`src/rtl/alu_div_unit_pkg.sv`:
```
// Shared definitions for the mMips execute-stage divider: ALU control
// codes (also used by the ALU controller) and the divider state encoding.
package alu_div_unit_pkg;

   // ALU control codes shared with the ALU controller
   localparam logic [5:0] CTRL_DIV  = 6'h30;
   localparam logic [5:0] CTRL_CLIP = 6'h31;

   // Divider sequencing states
   typedef enum logic [2:0] {
      ST_IDLE = 3'd0,
      ST_CALC = 3'd1,
      ST_FIX  = 3'd2,
      ST_ZERO = 3'd3,
      ST_DONE = 3'd4
   } div_state_e;

endpackage : alu_div_unit_pkg

```
`src/rtl/alu_div_unit_div_step.sv`:
```
// One radix-2 restoring division iteration: shift the next dividend bit
// into the partial remainder and subtract the divisor magnitude if it fits.
module alu_div_unit_div_step
   import alu_div_unit_pkg::*;
#(
   parameter int unsigned WIDTH = 32
) (
   input  logic [WIDTH-1:0] rem_i,
   input  logic             bit_i,
   input  logic [WIDTH-1:0] dvs_i,
   output logic [WIDTH-1:0] rem_o,
   output logic             q_o
);

   // The shifted remainder is kept one bit wider so the compare never overflows.
   logic [WIDTH:0] trial_s;
   logic [WIDTH:0] dvs_ext_s;

   // Trial subtraction and restore decision
   always_comb begin
      trial_s   = {rem_i, bit_i};
      dvs_ext_s = {1'b0, dvs_i};
      if (trial_s >= dvs_ext_s) begin
         rem_o = WIDTH'(trial_s - dvs_ext_s);
         q_o   = 1'b1;
      end else begin
         rem_o = trial_s[WIDTH-1:0];
         q_o   = 1'b0;
      end
   end

endmodule : alu_div_unit_div_step

```
`src/rtl/alu_div_unit.sv`:
```
// Multi-cycle signed divider for the mMips execute stage. Divides operand
// magnitudes with a restoring algorithm (one quotient bit per cycle), then
// applies signs: quotient sign is the XOR of operand signs, remainder sign
// follows the dividend. Divide by zero short-circuits to all-ones quotient.
module alu_div_unit
   import alu_div_unit_pkg::*;
#(
   parameter int unsigned WIDTH    = 32,
   parameter logic [5:0]  CTRL_DIV = alu_div_unit_pkg::CTRL_DIV
) (
   input  logic             clk,
   input  logic             rst,
   input  logic [5:0]       ALUctrl,
   input  logic             start,
   input  logic [WIDTH-1:0] dividend,
   input  logic [WIDTH-1:0] divisor,
   output logic             stall,
   output logic             done,
   output logic [WIDTH-1:0] quotient,
   output logic [WIDTH-1:0] remainder,
   output logic             div_by_zero
);

   localparam int unsigned      CNT_W    = $clog2(WIDTH);
   localparam logic [CNT_W-1:0] CNT_LAST = CNT_W'(WIDTH - 1);
   localparam logic [CNT_W-1:0] CNT_ONE  = CNT_W'(1);

   // Two's complement magnitude; -2^(WIDTH-1) maps to 2^(WIDTH-1) unsigned.
   function automatic logic [WIDTH-1:0] mag_f(input logic [WIDTH-1:0] v);
      logic [WIDTH-1:0] r;
      if (v[WIDTH-1]) begin
         r = -v;
      end else begin
         r = v;
      end
      return r;
   endfunction

   // Conditional negation used when applying result signs.
   function automatic logic [WIDTH-1:0] neg_if_f(input logic [WIDTH-1:0] v,
                                                 input logic neg);
      logic [WIDTH-1:0] r;
      if (neg) begin
         r = -v;
      end else begin
         r = v;
      end
      return r;
   endfunction

   div_state_e       state_q, state_d;
   logic [CNT_W-1:0] cnt_q, cnt_d;
   logic [WIDTH-1:0] rem_q, rem_d;        // partial remainder
   logic [WIDTH-1:0] dvd_q, dvd_d;        // dividend magnitude, consumed MSB first
   logic [WIDTH-1:0] dvs_q, dvs_d;        // divisor magnitude
   logic [WIDTH-1:0] quo_q, quo_d;        // unsigned quotient under construction
   logic             sgn_quo_q, sgn_quo_d;
   logic             sgn_rem_q, sgn_rem_d;
   logic [WIDTH-1:0] quotient_q, quotient_d;
   logic [WIDTH-1:0] remainder_q, remainder_d;
   logic             dbz_q, dbz_d;
   logic             done_q, done_d;

   logic             accept_s;
   logic [WIDTH-1:0] step_rem_s;
   logic             step_q_s;

   alu_div_unit_div_step #(
      .WIDTH (WIDTH)
   ) u_div_step (
      .rem_i (rem_q),
      .bit_i (dvd_q[WIDTH-1]),
      .dvs_i (dvs_q),
      .rem_o (step_rem_s),
      .q_o   (step_q_s)
   );

   // State, datapath and output registers
   always_ff @(posedge clk or posedge rst) begin
      if (rst) begin
         state_q     <= ST_IDLE;
         cnt_q       <= '0;
         rem_q       <= '0;
         dvd_q       <= '0;
         dvs_q       <= '0;
         quo_q       <= '0;
         sgn_quo_q   <= 1'b0;
         sgn_rem_q   <= 1'b0;
         quotient_q  <= '0;
         remainder_q <= '0;
         dbz_q       <= 1'b0;
         done_q      <= 1'b0;
      end else begin
         state_q     <= state_d;
         cnt_q       <= cnt_d;
         rem_q       <= rem_d;
         dvd_q       <= dvd_d;
         dvs_q       <= dvs_d;
         quo_q       <= quo_d;
         sgn_quo_q   <= sgn_quo_d;
         sgn_rem_q   <= sgn_rem_d;
         quotient_q  <= quotient_d;
         remainder_q <= remainder_d;
         dbz_q       <= dbz_d;
         done_q      <= done_d;
      end
   end

   // Accept decode, next-state and datapath update
   always_comb begin
      state_d     = state_q;
      cnt_d       = cnt_q;
      rem_d       = rem_q;
      dvd_d       = dvd_q;
      dvs_d       = dvs_q;
      quo_d       = quo_q;
      sgn_quo_d   = sgn_quo_q;
      sgn_rem_d   = sgn_rem_q;
      quotient_d  = quotient_q;
      remainder_d = remainder_q;
      dbz_d       = dbz_q;
      done_d      = 1'b0;

      accept_s = start && (ALUctrl == CTRL_DIV) &&
                 ((state_q == ST_IDLE) || (state_q == ST_DONE));

      case (state_q)
         ST_IDLE, ST_DONE: begin
            if (accept_s) begin
               dvd_d     = mag_f(dividend);
               dvs_d     = mag_f(divisor);
               sgn_quo_d = dividend[WIDTH-1] ^ divisor[WIDTH-1];
               sgn_rem_d = dividend[WIDTH-1];
               rem_d     = '0;
               quo_d     = '0;
               cnt_d     = '0;
               dbz_d     = 1'b0;
               if (divisor == '0) begin
                  state_d = ST_ZERO;
               end else begin
                  state_d = ST_CALC;
               end
            end else begin
               state_d = ST_IDLE;
            end
         end
         ST_CALC: begin
            rem_d = step_rem_s;
            dvd_d = {dvd_q[WIDTH-2:0], 1'b0};
            quo_d = {quo_q[WIDTH-2:0], step_q_s};
            cnt_d = cnt_q + CNT_ONE;
            if (cnt_q == CNT_LAST) begin
               state_d = ST_FIX;
            end else begin
               state_d = ST_CALC;
            end
         end
         ST_FIX: begin
            quotient_d  = neg_if_f(quo_q, sgn_quo_q);
            remainder_d = neg_if_f(rem_q, sgn_rem_q);
            done_d      = 1'b1;
            state_d     = ST_DONE;
         end
         ST_ZERO: begin
            // Rebuild the original dividend from its captured magnitude and sign.
            quotient_d  = '1;
            remainder_d = neg_if_f(dvd_q, sgn_rem_q);
            dbz_d       = 1'b1;
            done_d      = 1'b1;
            state_d     = ST_DONE;
         end
         default: begin
            state_d = ST_IDLE;
         end
      endcase
   end

   // Pipeline hold: the accept cycle plus every busy state
   always_comb begin
      stall = accept_s || (state_q == ST_CALC) || (state_q == ST_FIX) ||
              (state_q == ST_ZERO);
   end

   assign done        = done_q;
   assign quotient    = quotient_q;
   assign remainder   = remainder_q;
   assign div_by_zero = dbz_q;

endmodule : alu_div_unit

```
`config.mk`:
```
export PLATFORM = sky130hd
export DESIGN_NAME = alu_div_unit
export DESIGN_NICKNAME = d
export VERILOG_FILES = /design/src/rtl/alu_div_unit_pkg.sv /design/src/rtl/alu_div_unit_div_step.sv /design/src/rtl/alu_div_unit.sv
export SDC_FILE = /design/constraint.sdc
export NUM_CORES = 1
export LEC_CHECK = 0
export ABC_AREA = 1
export CORE_MARGIN = 4
export CORE_UTILIZATION = 29
export DETAILED_ROUTE_END_ITERATION = 6
export GPL_ROUTABILITY_DRIVEN = 0
export PLACE_DENSITY = 0.52
export REMOVE_ABC_BUFFERS = 1
export SETUP_SLACK_MARGIN = 0.15
export SYNTH_ARGS = -nofsm -noshare
export SYNTH_HDL_FRONTEND = slang
export SYNTH_HIERARCHICAL = 1
export SYNTH_SLANG_ARGS = --single-unit
```
`constraint.sdc`:
```
create_clock -name clk -period 9.4 [get_ports clk]
set_input_delay 2.82 -clock clk [delete_from_list [all_inputs] [get_ports clk]]
set_output_delay 2.82 -clock clk [all_outputs]
set_load 0.02 [all_outputs]
```
==> flow_summary_export.csv <==
group,metric,value,unit
sta,finalCritPeriodShare,76.3,%
clock_tree,cts-root-buf,"clkbuf_16",
cells_and_area,antennaDiodeCount,0,
routing,routed_via_density,4.91,
routing,drc_errors,0,
sta,fin_crit,7.17,ns
yosys,yosys.area.top_type,"dfrtp_1",
sta,setup-tns-final,0,ns
power_and_ir_drop,power.share.combinational,54.3,%
placed_design,place_area,17700,µm²
floorplan,initial_core_util,29.6,%
setup_path,crit_arrival,4.35,ns
global_routing,grt_pass1_wl,85.9,mm
power_and_ir_drop,p_leak,9.02,nW
sta,slew_viol_final,0,
clock_tree,clock-sinks,203,
setup_path,path_buf_inv,2,
routing,routed_wl,54.4,mm
clock_tree,clock_path_buffers,3,
power_and_ir_drop,sw_frac_of_total,49.7,%
power_and_ir_drop,power_frac_seq,25.7,%
cells_and_area,syn_to_final_growth,18.9,%
cells_and_area,drive_above_1_share,3.99,%
yosys,synth_area_leaders,"dfrtp_1, nand2_1, nand3_1, inv_1, nor2_1",
sta,worst_hold_slack,0.475,ns
clock_tree,cts_buffers,27,
yosys,synth_common_cells,"nand2_1, inv_1, nand3_1",
cells_and_area,final_area,18600,µm²
yosys,synth.most_common_cell,"nand2_1",
global_routing,grt_pass1_vias,15700,
power_and_ir_drop,pwr_density_cell,293,nW/µm²
clock_tree,cts_resized,0,
setup_path,cp_top_family,"buffers and inverters",
routing,vias,16300,
yosys,async_reset_ff_share,100,%
sta,rsz0062_at_grt,"no",
routing,ant_nets,0,
yosys,synth.distinct_cells,47,
yosys,syn_avg_cell_area,6.25,µm²
floorplan,pin_count,140,
power_and_ir_drop,p_int,2.74,mW
setup_path,cp-start-kind,"input port",
routing,dr.first_iter.drc_count,1423,
clock_tree,clock_latency,0.57,ns
global_routing,grt_start_max_net_pins,105,
power_and_ir_drop,pwr-share-clk,20.0,%
global_routing,grt_usage,18.5,%
power_and_ir_drop,p_sw,2.71,mW
power_and_ir_drop,total_power,5.45,mW
sta,setup_viol,0,
cells_and_area,nNetsFinal,2722,
clock_tree,clkSlewWorstSetupHoldPaths,0.06,ns
global_routing,overflow,0,
setup_path,critPathMaxFanout,2,
routing,first_pass_iters,6,
sta,slew_headroom,27.8,%
yosys,synth_edf_count,0,
setup_path,crit_required,6.58,ns
clock_tree,htreeDepth,1,
yosys,synthesis.area,15700,µm²
yosys,synth-seq-cells,203,
setup_path,crit_type,"input port to output port",
global_routing,grt_antenna_before_repair,0,
placed_design,dp_hpwl,42.1,mm
outcome,outcome,"finished, final reports clean",
setup_path,crit_slowest_cell,"clkdlybuf4s50_1",
setup_path,cp-end-kind,"output port",
clock_tree,cts_post_setup_buffers_inserted,0,
yosys,yosysSeqAreaShare,32.4,%
hold_path,hp-class,"flip-flop to flip-flop",
yosys,synth_warnings,6,
sta,fmax,139,MHz
floorplan,fp.dieArea,57800,µm²
sta,worst_pin_slew,1.08,ns
setup_path,crit_chain,"clkdlybuf4s50_1 > nor2_1 > nand2_1 > nor2_1 > nand3_2 > nand3_1 > clkdlybuf4s50_1",
floorplan,core,53000,µm²
floorplan,die_y,240,µm
flow_run,cap_violations,0,
routing,wire_per_inst,16.4,µm
yosys,ys.flop_type,"dfrtp_1",
clock_tree,holdBufCountCts,0,
power_and_ir_drop,irDropWorstVdd,0.000150,V
floorplan,rows,84,
clock_tree,cts_tree,"yes",
setup_path,cpPeakStageDelay,0.61,ns
sta,hold_viol_final,0,
placed_design,io_buffer_count,139,
yosys,synthCells,2505,
floorplan,die-width,240,µm
yosys,synth_top_area_share,32.4,%
sta,finClkSkew,0.0216,ns
sta,fin_ws,2.23,ns
placed_design,place_ws,2.21,ns
## final timing paths
path                            slack [ns]  cells after the start         start            to
max in group asynchronous             5.22                      3           rst     sgn_rem_q
worst max-delay path                  2.23                      7    ALUctrl[3]         stall
worst max register to register        6.27                     13     rem_q[25]     rem_q[20]
worst min register to register        0.48                      2  remainder[6]  remainder[6]
min in group asynchronous             2.80                      2           rst     dvs_q[12]
worst min-delay path                  0.48                      2  remainder[6]  remainder[6]
## state kept, by name (all words and copies together) (netlist names)
register     cells
rem_q           32
div_by_zero      1
quotient        32
sgn_rem_q        1
quo_q           32
sgn_quo_q        1
dvd_q           32
remainder       32
cnt_q            5
state_q          2
done             1
dvs_q           32
## routing by layer
layer	vias to the layer above	part of all wire, %	global-route usage [%]
met5	-	0	0
met4	0	2.5	4.84
met3	84	5.6	2.03
met2	495	46	30.6
met1	7512	46	25.8
li1	8189	-	-
## kinds of logic after synthesis
logic type      Yosys count  share of synthesized area, %
fa+ha+maj                40                          3.24
flops                   203                          32.4
xor+xnor                 45                          2.52
buf+inv                 438                          11.0
compound gates          276                          10.1
simple gates           1503                          40.6
## power by group through the flow
stage | Sequential [mW] | Clock [mW] | Combinational [mW]
5_1_grt | 1.43 | 1.16 | 3.38
6_report | 1.40 | 1.09 | 2.96
3_3_place_gp | 1.41 | 0 | 2.89
3_5_place_dp | 1.41 | 0 | 2.93
2_1_floorplan | 1.30 | 0 | 2.16
4_1_cts | 1.40 | 1.12 | 2.94
## cell usage in the layout, fill, tap and decap left out, types with 10 or more instances in the layout
| master | Yosys | layout |
|---|---|---|
| nand2_1 | 868 | 867 |
| inv_1 | 355 | 354 |
| nand3_1 | 273 | 273 |
| nor2_1 | 254 | 254 |
| dfrtp_1 | 203 | 202 |
| clkdlybuf4s50_1 | 0 | 139 |
| o21ai_0 | 110 | 110 |
| o22ai_1 | 63 | 63 |
| a21oi_1 | 51 | 51 |
| xor2_1 | 42 | 42 |
| ha_1 | 39 | 39 |
| clkbuf_16 | 0 | 27 |
| nor3_1 | 23 | 22 |
| nand4_1 | 18 | 18 |
| nand3b_1 | 17 | 17 |
| buf_4 | 1 | 13 |
| nand3_2 | 12 | 12 |
| o21bai_1 | 12 | 12 |
| clkbuf_8 | 0 | 11 |
| o211ai_1 | 10 | 10 |
| and2_1 | 10 | 10 |
## metrics by stage
| stage | util (%) | cells |
|---|---|---|
| final | 35.1 | 3318 |
| after CTS | 35.1 | 3318 |
| after global routing | 35.1 | 3318 |
| after floorplan | - | 2428 |
| after detailed placement | 33.3 | 3268 |
| after global placement | 33.3 | 3268 |
## tightest hold or removal path, delay by kind of cell, from the launching register on
kind,cells,cell delay [ns]
simple gates,2,0.10
flops,1,0.34
## area by class of cell
cell class | count | area (µm²)
Clock buffer | 44 | 850
Tap cell | 688 | 861
Sequential cell | 203 | 5080
Clock inverter | 6 | 103
Fill cell | 5789 | 34400
Inverter | 361 | 1360
Multi-Input combinational cell | 1864 | 8860
Timing Repair Buffer | 152 | 1490
No activity file was read; power rests on OpenSTA's default activity.
